==> config.mk <==
export PLATFORM = sky130hd
export DESIGN_NAME = dcache_ctrl
export DESIGN_NICKNAME = d
export VERILOG_FILES = /design/src/rtl/dcache_pkg.sv /design/src/rtl/dcache_word_merge.sv /design/src/rtl/dcache_ctrl.sv
export SDC_FILE = /design/constraint.sdc
export NUM_CORES = 1
export LEC_CHECK = 0
export BUFFER_PORTS_ARGS = -buffer_cell sky130_fd_sc_hd__buf_2
export CORE_AREA = 2 2 473 475
export CTS_CLUSTER_DIAMETER = 40
export DETAILED_ROUTE_END_ITERATION = 10
export DIE_AREA = 0 0 475 477
export PLACE_DENSITY = 0.37
export SLEW_MARGIN = 20
export SYNTH_ARGS = -nofsm -noshare
export SYNTH_HDL_FRONTEND = slang
export SYNTH_HIERARCHICAL = 1
export SYNTH_SLANG_ARGS = --single-unit
==> constraint.sdc <==
create_clock -name clk_i -period 23.9 [get_ports clk_i]
set_clock_uncertainty 0.2 [all_clocks]
set_input_delay 1.195 -clock clk_i [delete_from_list [all_inputs] [get_ports clk_i]]
set_output_delay 1.195 -clock clk_i [all_outputs]
set_load 0.05 [all_outputs]
==> src/rtl/dcache_pkg.sv <==
// Shared definitions for the 2-way, 16-set data-cache controller:
// geometry, address field positions, tag-entry bit positions and FSM states.
package dcache_pkg;

  localparam int DC_ADDR_W   = 32;
  localparam int DC_WORD_W   = 32;
  localparam int DC_LINE_W   = 256;
  localparam int DC_INDEX_W  = 4;
  localparam int DC_TAG_W    = 23;
  localparam int DC_OFFSET_W = 5;
  localparam int DC_WSEL_W   = 3;
  localparam int DC_ENTRY_W  = DC_TAG_W + 2;

  localparam int DC_TAG_MSB   = 31;
  localparam int DC_TAG_LSB   = 9;
  localparam int DC_INDEX_MSB = 8;
  localparam int DC_INDEX_LSB = 5;
  localparam int DC_WORD_MSB  = 4;
  localparam int DC_WORD_LSB  = 2;

  localparam int VALID_BIT = 24;
  localparam int DIRTY_BIT = 23;

  typedef logic [1:0] state_t;
  localparam state_t ST_IDLE      = 2'd0;
  localparam state_t ST_MISS      = 2'd1;
  localparam state_t ST_WRITEBACK = 2'd2;
  localparam state_t ST_REFILL    = 2'd3;

  function automatic logic [DC_ENTRY_W-1:0] make_tag(input logic valid,
                                                     input logic dirty,
                                                     input logic [DC_TAG_W-1:0] tag);
    return {valid, dirty, tag};
  endfunction

endpackage

==> src/rtl/dcache_word_merge.sv <==
// Word lane handling for a 256-bit cache line: extracts the addressed word
// for loads and produces the line with that word replaced for stores.
module dcache_word_merge
  import dcache_pkg::*;
(
  input  logic [DC_LINE_W-1:0] line_i,
  input  logic [DC_WSEL_W-1:0] word_sel_i,
  input  logic [DC_WORD_W-1:0] store_word_i,
  output logic [DC_WORD_W-1:0] load_word_o,
  output logic [DC_LINE_W-1:0] merged_line_o
);

  logic [7:0] bit_base;

  assign bit_base = {word_sel_i, 5'b00000};

  // Select the addressed word and build the store-merged line
  always_comb begin
    load_word_o   = line_i[bit_base +: DC_WORD_W];
    merged_line_o = line_i;
    merged_line_o[bit_base +: DC_WORD_W] = store_word_i;
  end

endmodule

==> src/rtl/dcache_ctrl.sv <==
// Data-cache controller: single-cycle hits, stall on miss, dirty-victim
// writeback, line refill, then retry of the original lookup.
// Optional performance counters are enabled with `define DCACHE_PERF_CNT_EN.
module dcache_ctrl
  import dcache_pkg::*;
#(
  parameter int ADDR_W  = DC_ADDR_W,
  parameter int WORD_W  = DC_WORD_W,
  parameter int LINE_W  = DC_LINE_W,
  parameter int INDEX_W = DC_INDEX_W,
  parameter int TAG_W   = DC_TAG_W
) (
  input  logic                clk_i,
  input  logic                rst_i,
  input  logic                cpu_req_i,
  input  logic                cpu_write_i,
  input  logic [ADDR_W-1:0]   cpu_addr_i,
  input  logic [WORD_W-1:0]   cpu_data_i,
  output logic [WORD_W-1:0]   cpu_data_o,
  output logic                cpu_stall_o,
  output logic                sram_enable_o,
  output logic                sram_write_o,
  output logic [INDEX_W-1:0]  sram_addr_o,
  output logic [TAG_W+1:0]    sram_tag_o,
  output logic [LINE_W-1:0]   sram_data_o,
  input  logic [TAG_W+1:0]    sram_tag_i,
  input  logic [LINE_W-1:0]   sram_data_i,
  input  logic                sram_hit_i,
  output logic                mem_enable_o,
  output logic                mem_write_o,
  output logic [ADDR_W-1:0]   mem_addr_o,
  output logic [LINE_W-1:0]   mem_data_o,
  input  logic [LINE_W-1:0]   mem_data_i,
  input  logic                mem_ack_i
`ifdef DCACHE_PERF_CNT_EN
  ,
  output logic [31:0]         hit_cnt_o,
  output logic [31:0]         miss_cnt_o,
  output logic [31:0]         wb_cnt_o
`endif
);

  state_t state_q, state_d;

  logic [TAG_W-1:0]   wb_tag_q;
  logic [LINE_W-1:0]  wb_line_q;

  logic [TAG_W-1:0]   cpu_tag;
  logic [INDEX_W-1:0] cpu_index;
  logic [2:0]         cpu_word;
  logic               unused_addr_bits;

  logic               lookup_hit;
  logic               lookup_miss;
  logic               victim_dirty;
  logic               wb_done;
  logic               refill_done;

  logic [WORD_W-1:0]  hit_word;
  logic [LINE_W-1:0]  merged_line;

  assign cpu_tag          = cpu_addr_i[DC_TAG_MSB:DC_TAG_LSB];
  assign cpu_index        = cpu_addr_i[DC_INDEX_MSB:DC_INDEX_LSB];
  assign cpu_word         = cpu_addr_i[DC_WORD_MSB:DC_WORD_LSB];
  assign unused_addr_bits = ^cpu_addr_i[1:0];

  assign lookup_hit   = (state_q == ST_IDLE) && cpu_req_i && sram_hit_i;
  assign lookup_miss  = (state_q == ST_IDLE) && cpu_req_i && !sram_hit_i;
  assign victim_dirty = sram_tag_i[VALID_BIT] && sram_tag_i[DIRTY_BIT];
  assign wb_done      = (state_q == ST_WRITEBACK) && mem_ack_i;
  assign refill_done  = (state_q == ST_REFILL) && mem_ack_i;

  // The SRAM set index always follows the CPU address so the retry lookup needs no extra cycle
  assign sram_addr_o = cpu_index;

  dcache_word_merge u_word_merge (
    .line_i        (sram_data_i),
    .word_sel_i    (cpu_word),
    .store_word_i  (cpu_data_i),
    .load_word_o   (hit_word),
    .merged_line_o (merged_line)
  );

  // Next-state logic; ack pulses outside WRITEBACK/REFILL are ignored
  always_comb begin
    state_d = state_q;
    case (state_q)
      ST_IDLE:      if (lookup_miss) state_d = ST_MISS;
      ST_MISS:      state_d = victim_dirty ? ST_WRITEBACK : ST_REFILL;
      ST_WRITEBACK: if (mem_ack_i) state_d = ST_REFILL;
      ST_REFILL:    if (mem_ack_i) state_d = ST_IDLE;
      default:      state_d = ST_IDLE;
    endcase
  end

  // State register and victim buffer captured in MISS; reset aborts any transaction
  always_ff @(posedge clk_i or posedge rst_i) begin
    if (rst_i) begin
      state_q   <= ST_IDLE;
      wb_tag_q  <= '0;
      wb_line_q <= '0;
    end else begin
      state_q <= state_d;
      if (state_q == ST_MISS) begin
        wb_tag_q  <= sram_tag_i[TAG_W-1:0];
        wb_line_q <= sram_data_i;
      end
    end
  end

  // Output decode: hit service in IDLE, memory handshakes in WRITEBACK/REFILL
  always_comb begin
    cpu_data_o    = '0;
    cpu_stall_o   = 1'b0;
    sram_enable_o = 1'b0;
    sram_write_o  = 1'b0;
    sram_tag_o    = '0;
    sram_data_o   = '0;
    mem_enable_o  = 1'b0;
    mem_write_o   = 1'b0;
    mem_addr_o    = '0;
    mem_data_o    = '0;
    case (state_q)
      ST_IDLE: begin
        sram_enable_o = cpu_req_i;
        cpu_stall_o   = lookup_miss;
        if (lookup_hit && cpu_write_i) begin
          sram_write_o = 1'b1;
          sram_tag_o   = make_tag(1'b1, 1'b1, cpu_tag);
          sram_data_o  = merged_line;
        end
        if (lookup_hit && !cpu_write_i) begin
          cpu_data_o = hit_word;
        end
      end
      ST_MISS: begin
        cpu_stall_o = 1'b1;
      end
      ST_WRITEBACK: begin
        cpu_stall_o  = 1'b1;
        mem_enable_o = 1'b1;
        mem_write_o  = 1'b1;
        mem_addr_o   = {wb_tag_q, cpu_index, {DC_OFFSET_W{1'b0}}};
        mem_data_o   = wb_line_q;
      end
      ST_REFILL: begin
        cpu_stall_o  = 1'b1;
        mem_enable_o = 1'b1;
        mem_addr_o   = {cpu_tag, cpu_index, {DC_OFFSET_W{1'b0}}};
        if (refill_done) begin
          sram_enable_o = 1'b1;
          sram_write_o  = 1'b1;
          sram_tag_o    = make_tag(1'b1, 1'b0, cpu_tag);
          sram_data_o   = mem_data_i;
        end
      end
      default: begin
        cpu_stall_o = 1'b0;
      end
    endcase
  end

`ifdef DCACHE_PERF_CNT_EN
  logic [31:0] hit_cnt_q;
  logic [31:0] miss_cnt_q;
  logic [31:0] wb_cnt_q;

  // Saturating event counters for hits (including retry hits), misses and writebacks
  always_ff @(posedge clk_i or posedge rst_i) begin
    if (rst_i) begin
      hit_cnt_q  <= '0;
      miss_cnt_q <= '0;
      wb_cnt_q   <= '0;
    end else begin
      if (lookup_hit && (hit_cnt_q != '1))   hit_cnt_q  <= hit_cnt_q + 32'd1;
      if (lookup_miss && (miss_cnt_q != '1)) miss_cnt_q <= miss_cnt_q + 32'd1;
      if (wb_done && (wb_cnt_q != '1))       wb_cnt_q   <= wb_cnt_q + 32'd1;
    end
  end

  assign hit_cnt_o  = hit_cnt_q;
  assign miss_cnt_o = miss_cnt_q;
  assign wb_cnt_o   = wb_cnt_q;
`else
  logic unused_wb_done;
  assign unused_wb_done = wb_done;
`endif

endmodule
==> summary.txt <==
Placed design
  • Pre-CTS worst setup slack: 17.82 ns
  • DP Wirelength: 183 mm
  • IO Port Bufs: 1209
  • Placed Cells: 5946
  • Gpl congestion: 0.885

Drt
  • DRT antenna net count: 0
  • Initial DRC count: 1373
  • Iteration count of the initial detailed-routing pass: 5
  • Post-route DRC: 0
  • Vias per Instance: 3.72
  • WL per Instance: 35.3 um
  • Vias: 23011
  • Routed WL: 218 mm

Worst setup path
  • Crit path DAT: 4.95 ns
  • Worst r2r src: state_q[1]
  • R2R Path End: wb_line_q[136]
  • Worst Setup EP: sram_data_o[40]
  • Startpoint types: flip-flop
  • Crit path required time: 22.51 ns
  • Crit Path Category: flip-flop to output port
  • R2R depth: 6
  • CP Max Fanout: 59
  • Reg2reg setup slack: 19.61 ns
  • Setup crit start: state_q[1]
  • Worst Setup End Kind: output port

Logic synthesis
  • Synth top area share: 32.9%
  • Cell taking the most area after synthesis: dfrtp_1
  • Post-synthesis cell area: 0.0214 mm2
  • Cell variety after synth: 37
  • Post-synthesis register bit count: 281
  • Sequential area share after synthesis: 32.9%
  • Ys Warns: 6
  • Avg Inst Size Synth: 11.2 um2
  • Syn Inst Count: 1911
  • Synth area leaders: dfrtp_1 (33%), mux2_2 (28%), and2_1 (12%), a22o_1 (11%), mux4_2 (6.7%)

Timing
  • Final Setup Violations: 0
  • Setup_tns: 0 ns
  • Min Hold Slack: 0.291 ns
  • Final Max Tran Viols: 0
  • Relative slew slack: 29.7%
  • Tightest Pin Transition: 1.05 ns
  • Fin. Hold Viols: 0
  • Tmin final: 6.35 ns
  • Final setup margin: 17.55 ns
  • Max Clock Freq: 0.157 GHz
  • Fin crit share: 26.6%
  • RSZ-0062 raised after global routing: false

Final layout
  • Total Nets Final: 3681
  • Fillers: 25303
  • Fin util: 15.3%
  • Fin cells: 6179
  • Share of cells above drive strength 1: 64.4%
  • Area grow syn2layout: 58.1%

Global route
  • GR Util met3: 9.43%
  • Vias in the first global route: 23052
  • GRT Residual Overflow: 0
  • Global route hottest layer: met2
  • Largest net degree at the start of global routing: 116
  • GRT Total Usage: 18.6%
  • First-pass GRT wire length: 269 mm
  • Met1 GRT Util: 22.4%
  • Met2 usage: 28.3%
  • Initial antenna violation count: 195

Run status
  • Status: finished clean

Floorplan
  • Rows: 173
  • Placeable Area: 0.221 mm2
  • Die Span Y: 477 um
  • Initial Util: 9.67%
  • I/O pins: 1217
  • Die width: 475 um
  • Die area: 0.227 mm2

Power and ir drop
  • Power Density: 139 mW/mm2
  • Leakage: 0.0158 uW
  • Worst IR Drop VDD: 0.0724 mV

Clock tree
  • TritonCTS buffer count: 90
  • Setup bufs post-CTS: 0
  • Clock Pin Slew Worst Setup and Hold Paths: 0.04 ns
  • Worst skew pair latency: 0.71 ns
  • CTS sink count: 281
  • Hold-fix buffers, CTS: 0
  • H-Tree Depth: 3
  • Resize count post-CTS: 0
  • CTS tree: yes
  • Worst-case clock buffer depth: 3
  • Root Driver: clkbuf_16

Flow run
  • Max-Cap Viols: 0

Hold path
  • Worst hold path class: flip-flop to flip-flop
registers in the layout (all words and copies together), names as in the netlist:
register	cells
wb_line_q	256
state_q	2
wb_tag_q	23
worst min path at each step:
stage	start	endpoint	slack, ns	cells past startpoint
floorplan	wb_line_q[103]	wb_line_q[103]	0.27	1
global placement	wb_line_q[130]	wb_line_q[130]	0.28	1
detailed placement	wb_line_q[207]	wb_line_q[207]	0.29	1
CTS	wb_line_q[236]	wb_line_q[236]	0.30	1
global route	wb_line_q[215]	wb_line_q[215]	0.30	1
finish	wb_line_q[130]	wb_line_q[130]	0.29	1
metal layers:
metal / wire length, um / vias to the layer above / part of all wire [%]
met5: 490 / - / 0.22
met4: 7500 / 74 / 3.4
met1: 89700 / 11691 / 41
met3: 26300 / 359 / 12
met2: 94200 / 1489 / 43
li1: - / 9398 / -
logic make-up (layout without fill, tap and decap cells):
family          count (synthesis)  in the layout  share of synthesized area, %
mux                           599            599                          34.9
simple gates                  531            531                          14.6
compound gates                288            288                          11.8
flops                         281            281                          32.9
buf+inv                       201           1419                          5.25
fa+ha+maj                      10             10                         0.585
other cells                     1             76                        0.0175
critical path, cell delays in order (launching register included):
cell and delay (ns):
dfrtp_1 0.50, inv_1 0.17, ha_1 0.41, nand2b_2 0.27
nor2_8 0.60, buf_4 0.65, buf_4 0.66, a22o_1 0.39
buf_2 0.34
synthesized netlist by cell type, drive strengths merged:
cell type,instances
o311ai,1
o21ai,1
nor2,6
and2,410
a22o,279
nor3,1
nand3b,2
o211a,1
nand2,101
a21bo,1
o22ai,1
mux4,64
buf,145
a2bb2oi,1
ha,10
clkbuf,47
o2111ai,2
nand2b,2
and3b,1
mux2i,1
nor3b,5
dfrtp,281
mux2,534
conb,1
inv,9
a21oi,1
nand3,3
report_power, final:
part / internal (uW) / switching (uW) / leakage (uW) / total [uW]
registers: 728 / 124 / 0.00330 / 853
clock network: 824 / 404 / 0.00150 / 1230
logic: 754 / 1870 / 0.0109 / 2620
cells in the final DEF, fill, tap and decap left out, types with 4 or more instances in the layout:
cell,synthesis,routed
buf_4,39,37
clkbuf_16,0,90
clkbuf_1,47,11
clkinvlp_4,0,8
and2_1,410,410
dfrtp_1,281,281
diode_2,0,71
nand2_1,100,100
buf_2,88,1207
mux2_2,534,534
mux4_2,64,64
conb_1,1,5
clkinv_2,0,19
ha_1,10,8
bufinv_16,0,8
inv_1,9,7
a22o_1,279,279
clkinv_16,0,4
clkbuf_8,0,17
cell type report:
cell class / instances / area (um2) / area share [%]
diodes: 71 / 178 / 0.525
clock buffers: 118 / 2530 / 7.47
clock inverters: 43 / 569 / 1.68
inverters: 9 / 41.3 / 0.122
multi-input cells: 1433 / 13400 / 39.5
flip-flops and latches: 281 / 7030 / 20.8
well taps: 2975 / 3720 / 11.0
repair buffers: 1249 / 6410 / 18.9
through the flow:
| stage | instance area, um2 | total power (uW) |
|---|---|---|
| after floorplan | 21400 | 2660 |
| after global placement | 30500 | 3480 |
| after detailed placement | 30500 | 3500 |
| after CTS | 33600 | 4760 |
| after global routing | 33700 | 4900 |
| final | 33800 | 4700 |
Power figures use the tool's default switching activity.
